## config.mk

```make
export PLATFORM = sky130hd
export DESIGN_NAME = div_sched
export DESIGN_NICKNAME = d
export VERILOG_FILES = /design/src/rtl/div_sched.sv
export SDC_FILE = /design/constraint.sdc
export NUM_CORES = 1
export LEC_CHECK = 0
export ABC_CLOCK_PERIOD_IN_PS = 2000
export CORE_AREA = 4 4 348 350
export DETAILED_ROUTE_END_ITERATION = 16
export DIE_AREA = 0 0 352 354
export PLACE_DENSITY = 0.4
export SYNTH_ARGS = -nofsm -noshare
export SYNTH_HDL_FRONTEND = slang
export SYNTH_SLANG_ARGS = --single-unit
```

## constraint.sdc

```tcl
create_clock -name clk -period 2 [get_ports clk]
set_input_delay 0.2 -clock clk [delete_from_list [all_inputs] [get_ports clk]]
set_output_delay 0.2 -clock clk [all_outputs]
set_load 0.01 [all_outputs]
```

## src/rtl/div_sched.sv

```systemverilog
// Round-robin scheduler sharing one iterative divider engine among several requesters.
// Launches one op at a time, holds the result until claimed, and drains flushed in-flight ops.
module div_sched #(
  parameter int unsigned nreq = 4,
  parameter int unsigned opw  = 16
) (
  input  logic                      clk,
  input  logic                      rst,
  input  logic                      flush,
  input  logic [nreq-1:0]           req_valid,
  output logic [nreq-1:0]           req_ready,
  input  logic [nreq*opw-1:0]       req_opid,
  input  logic [nreq*3-1:0]         req_funct,
  input  logic [nreq*64-1:0]        req_a,
  input  logic [nreq*64-1:0]        req_b,
  output logic                      div_start,
  output logic [2:0]                div_funct,
  output logic [63:0]               div_a,
  output logic [63:0]               div_b,
  input  logic                      div_done,
  input  logic [63:0]               div_result,
  output logic                      resp_valid,
  output logic [$clog2(nreq)-1:0]   resp_src,
  output logic [opw-1:0]            resp_opid,
  output logic [63:0]               resp_value,
  input  logic                      resp_claim,
  output logic [31:0]               ops_done
);

  localparam int unsigned SrcW = $clog2(nreq);

  typedef enum logic [1:0] {StIdle, StBusy, StResp, StDrain} state_e;

  state_e          state_q, state_d;
  logic [SrcW-1:0] rr_ptr_q, rr_ptr_d;
  logic [SrcW-1:0] src_q, src_d;
  logic [opw-1:0]  opid_q, opid_d;
  logic [2:0]      funct_q, funct_d;
  logic [63:0]     a_q, a_d, b_q, b_d;
  logic [63:0]     result_q, result_d;
  logic            start_q, start_d;
  logic [31:0]     ops_done_q, ops_done_d;

  logic [opw-1:0]  opid_arr  [nreq];
  logic [2:0]      funct_arr [nreq];
  logic [63:0]     a_arr     [nreq];
  logic [63:0]     b_arr     [nreq];

  logic [nreq-1:0] hi_mask, req_hi;
  logic            grant_vld;
  logic [SrcW-1:0] grant_idx;
  logic            accept;

  always_comb begin
    for (int i = 0; i < int'(nreq); i++) begin
      opid_arr[i]  = req_opid[i*opw +: opw];
      funct_arr[i] = req_funct[i*3 +: 3];
      a_arr[i]     = req_a[i*64 +: 64];
      b_arr[i]     = req_b[i*64 +: 64];
    end
  end

  // Prefer the lowest requester at or above rr_ptr; otherwise wrap to the lowest overall.
  always_comb begin
    hi_mask = '0;
    for (int i = 0; i < int'(nreq); i++) begin
      hi_mask[i] = (i >= int'(rr_ptr_q));
    end
    req_hi    = req_valid & hi_mask;
    grant_vld = |req_valid;
    grant_idx = '0;
    for (int i = int'(nreq) - 1; i >= 0; i--) begin
      if (req_valid[i]) grant_idx = SrcW'(i);
    end
    if (|req_hi) begin
      for (int i = int'(nreq) - 1; i >= 0; i--) begin
        if (req_hi[i]) grant_idx = SrcW'(i);
      end
    end
  end

  assign accept = rst && (state_q == StIdle) && !flush && grant_vld;

  always_comb begin
    req_ready = '0;
    if (accept) req_ready[grant_idx] = 1'b1;
  end

  always_comb begin
    state_d    = state_q;
    rr_ptr_d   = rr_ptr_q;
    src_d      = src_q;
    opid_d     = opid_q;
    funct_d    = funct_q;
    a_d        = a_q;
    b_d        = b_q;
    result_d   = result_q;
    start_d    = 1'b0;
    ops_done_d = ops_done_q;
    unique case (state_q)
      StIdle: begin
        if (accept) begin
          src_d    = grant_idx;
          opid_d   = opid_arr[grant_idx];
          funct_d  = funct_arr[grant_idx];
          a_d      = a_arr[grant_idx];
          b_d      = b_arr[grant_idx];
          rr_ptr_d = (32'(grant_idx) == nreq - 1) ? '0 : grant_idx + SrcW'(1);
          start_d  = 1'b1;
          state_d  = StBusy;
        end
      end
      StBusy: begin
        if (flush) begin
          // A done in the flush cycle means nothing is left to drain.
          state_d = div_done ? StIdle : StDrain;
        end else if (div_done) begin
          result_d = div_result;
          state_d  = StResp;
        end
      end
      StResp: begin
        if (flush) begin
          state_d = StIdle;
        end else if (resp_claim) begin
          ops_done_d = ops_done_q + 32'd1;
          state_d    = StIdle;
        end
      end
      StDrain: begin
        if (div_done) state_d = StIdle;
      end
      default: state_d = StIdle;
    endcase
  end

  always_ff @(posedge clk or negedge rst) begin
    if (!rst) begin
      state_q    <= StIdle;
      rr_ptr_q   <= '0;
      src_q      <= '0;
      opid_q     <= '0;
      funct_q    <= '0;
      a_q        <= '0;
      b_q        <= '0;
      result_q   <= '0;
      start_q    <= 1'b0;
      ops_done_q <= '0;
    end else begin
      state_q    <= state_d;
      rr_ptr_q   <= rr_ptr_d;
      src_q      <= src_d;
      opid_q     <= opid_d;
      funct_q    <= funct_d;
      a_q        <= a_d;
      b_q        <= b_d;
      result_q   <= result_d;
      start_q    <= start_d;
      ops_done_q <= ops_done_d;
    end
  end

  assign div_start  = start_q;
  assign div_funct  = funct_q;
  assign div_a      = a_q;
  assign div_b      = b_q;
  assign resp_valid = (state_q == StResp);
  assign resp_src   = src_q;
  assign resp_opid  = opid_q;
  assign resp_value = result_q;
  assign ops_done   = ops_done_q;

endmodule
```

==> key figures <==
Drt
  – Pre-Repair DR Iteration Count: 6
  – Post-route ant nets: 0
  – Final wirelength: 96,900 um
  – DRC violations left: 0
  – Post-DR vias/cell: approximately 3.8
  – Vias: 16,200
  – Per-cell routed wire length: 22.9 um
  – 1st-iter DRT viols: slightly above 900

Logic synthesis
  – Register area share after synthesis: 0.468
  – Syn Nets: 2,266
  – Top cells by area, synth: dfrtp_1 (47%), nand2_1 (17%), a21oi_1 (11%)
  – Synth async-reset ratio: 1.00
  – Yosys top cell by area: dfrtp_1
  – Synth Register Bits: 250
  – Cells after synthesis: about 1,600
  – Main flop type after synthesis: dfrtp_1
  – Mapped Area: 0.0134 sq mm
  – Top-count cell post-synth: nand2_1
  – Post-synth EDFFs: 0
  – Warnings from Yosys: 0
  – Post-synthesis area per instance: 8.36 sq um
  – Netlist cell types: 37
  – Synth top area share: 0.468
  – Top cells by instance count after synthesis: nand2_1 (610), a21oi_1 (295), dfrtp_1 (250), a211o_1 (147), mux2_2 (65)

Layout
  – Footprint of the multi-input gates: roughly 0.0070 sq mm
  – Share of the core filled with cells in the final layout: 0.243
  – Fraction of layout cells with a size suffix above 1: 0.180
  – Reg area: between 0.006 and 0.007 sq mm
  – Synthesis-to-finish area growth: 113%
  – Filler Cell Count: roughly 13,000
  – Fin nets: 3,334

Power
  – Power share of the clock group: 0.225
  – Share of power burned in registers: 0.262
  – Worst IR Drop VDD: just over 0.7 mV
  – Sw frac: 0.362
  – Lkg Pwr: between 10 and 15 nW
  – Tot Pwr: about 32 mW
  – Pint: 20.5 mW
  – Comb pwr share: 0.513
  – Psw: approximately 12 mW
  – Power density cells: 1130 mW/mm^2

STA
  – Max Clock Skew: 0.0261 ns
  – Final setup fails: 151
  – Tmin final: between 2 and 2.5 ns
  – Final worst slack: -0.378 ns
  – Least-Margin Pin Slew: roughly 0.84 ns
  – Slew HR: 0.438
  – Fmax: 421 MHz
  – Slew Viols, Final: 0
  – Hold Slack: approximately 0.23 ns
  – Period utilisation layout: 1.19
  – RSZ-0062 raised after global routing: yes
  – Hold Vio Cnt, Final: 0

Global routing
  – Initial antenna violation count: 9
  – Largest net degree at the start of global routing: 113
  – Met3 Use GR: 0.0477
  – Met2 GRT Util: 0.262
  – Most Used Layer, Global Route: met2
  – Global-route wire length before repair: ~130,000 um
  – Met1 usage: 0.166
  – GR Util All Layers: 0.147
  – Vias in the first global route: 17,600
  – GR Overflow Total: 0

Clock tree
  – CTS buffer count: 39
  – Worst-path clk slew: 0.06 ns
  – H-tree level count: 2
  – Clk root buf: clkbuf_16
  – CTS tree: yes
  – Clock buffer depth: 3
  – Worst-skew pair later-pin latency: 0.58 ns
  – # clock sinks: 250

Floorplan
  – Die H: between 300 and 400 um
  – Io pins: 912
  – Initial Util: 0.114
  – Std-Cell Rows: 126
  – Core area: 0.118 sq mm
  – Die area: 0.125 sq mm
  – Die X: 352 um

Run status
  – Failing checks: setup timing
  – Status: finished with violations

Setup path
  – Crit-path slowest cell: dfrtp_2
  – Crit-path max FO: 10
  – Reg2reg setup slack: -0.38 ns
  – CP cell instances: mux2i_2 -> a221oi_4 -> buf_12 -> inv_8 -> buf_4 -> buf_16 -> buf_6 -> nand2_1 -> buf_4 -> a21oi_1 -> a211o_1
  – Crit path capture type: register
  – CP Launch Type: register
  – Worst Path Required: 2.45 ns
  – Reg2Reg Depth: 11
  – Crit path DAT: 2.83 ns
  – Critical Path Max Stage Delay: 0.45 ns
  – Critical path type: reg2reg
  – Cell repeated most along the worst path: buf_4

Placed design
  – Pre-CTS WS: -0.818 ns
  – Final HPWL DP: 74,900 um
  – GPL Wtd Cong: 0.836
  – IO buf count: 911

Min path
  – Hold depth: 2
  – Hold Path Class: in2reg

Run
  – Max Cap Viol: 0
worst max-delay path: cells and delay by family, from the launching register on:
family	cells	cell delay, ns
flip-flops	1	0.45
multiplexers	1	0.18
AND/OR/NAND/NOR	1	0.07
buffers and inverters	6	0.86
AO/OA/AOI/OAI	3	0.62
cell families after synthesis:
group,share of synthesized area
multiplexers,0.0562
buffers and inverters,0.0431
adder cells (fa/ha/maj),0.00468
XOR/XNOR,0.0209
flip-flops,0.468
AND/OR/NAND/NOR,0.195
AO/OA/AOI/OAI,0.212
power by group through the flow:
| stage | combinational [mW] | sequential [mW] | clock [mW] |
|---|---|---|---|
| 2_1_floorplan | 4.45 | 9.08 | 0 |
| 3_3_place_gp | 14.7 | 8.51 | 0 |
| 3_5_place_dp | 14.7 | 8.50 | 0 |
| 4_1_cts | 16.5 | 8.46 | 7.59 |
| 5_1_grt | 17.6 | 8.70 | 7.76 |
| 6_report | 16.5 | 8.44 | 7.25 |
layout make-up:
type	instances	area share
antenna	7	0.000613
clock buffer	59	0.0417
clock inverter	10	0.00442
inverter	7	0.00118
multi-input combinational	1220	0.246
sequential	250	0.219
tap	1536	0.0673
timing repair buffer	1150	0.420
worst paths after layout:
check	startpoint	end
setup / recovery	rr_ptr_q[1]$_DFFE_PN0P_	div_a[11]$_DFFE_PN0P_
hold reg to reg	div_a[34]$_DFFE_PN0P_	div_a[34]$_DFFE_PN0P_
max in group asynchronous	rst	div_a[37]$_DFFE_PN0P_
hold / removal	div_result[30]	resp_value[30]$_DFFE_PN0P_
setup reg to reg	rr_ptr_q[1]$_DFFE_PN0P_	div_a[11]$_DFFE_PN0P_
min in group asynchronous	rst	div_b[33]$_DFFE_PN0P_
layout by cell type (no fill, tap or decap), types with 11 or more instances in the layout:
master / netlist / routed
nand2_2: 0 / 17
buf_12: 0 / 39
mux2_2: 65 / 65
xnor2_1: 24 / 24
nand2_1: 610 / 588
a21oi_2: 0 / 61
a21oi_1: 295 / 230
clkbuf_8: 0 / 12
clkdlybuf4s50_1: 0 / 895
buf_6: 1 / 17
a211o_1: 147 / 147
buf_16: 0 / 11
buf_4: 4 / 159
clkbuf_16: 0 / 43
dfrtp_1: 250 / 249
flip-flops by register name, summed over array words and instances, names as in the netlist:
| name | count |
|---|---|
| div_a | 64 |
| div_b | 64 |
| div_funct | 3 |
| div_start | 1 |
| ops_done | 32 |
| resp_opid | 16 |
| resp_src | 2 |
| resp_value | 64 |
| rr_ptr_q | 2 |
| state_q | 2 |
repair_timing:
action | 4_1_cts | 5_1_grt
setup buffers | 29 | 4
hold endpoints to repair | 199 | 0
gates cloned | 15 | 3
resized for setup | 154 | 54
hold buffers | 1 | 0
pin swaps | 6 | 2
setup endpoints to repair | 166 | 169
per-stage QoR:
step | instances | TNS (ns) | area [sq um]
after CTS | 4225 | -42.31 | 28200
after detailed placement | 4112 | -119.33 | 25700
after global placement | 4112 | -118.37 | 25700
final | 4239 | -41.68 | 28600
after global routing | 4237 | -55.98 | 28600
after floorplan | 1600 | -0.0440 | 13400
metal layers:
| metal | vias up | routed length [um] |
|---|---|---|
| met3 | 113 | 6960 |
| li1 | 7630 | - |
| met4 | 2 | 3040 |
| met5 | - | 20 |
| met2 | 604 | 48700 |
| met1 | 7861 | 38200 |
No activity file was read; power rests on OpenSTA's default activity.
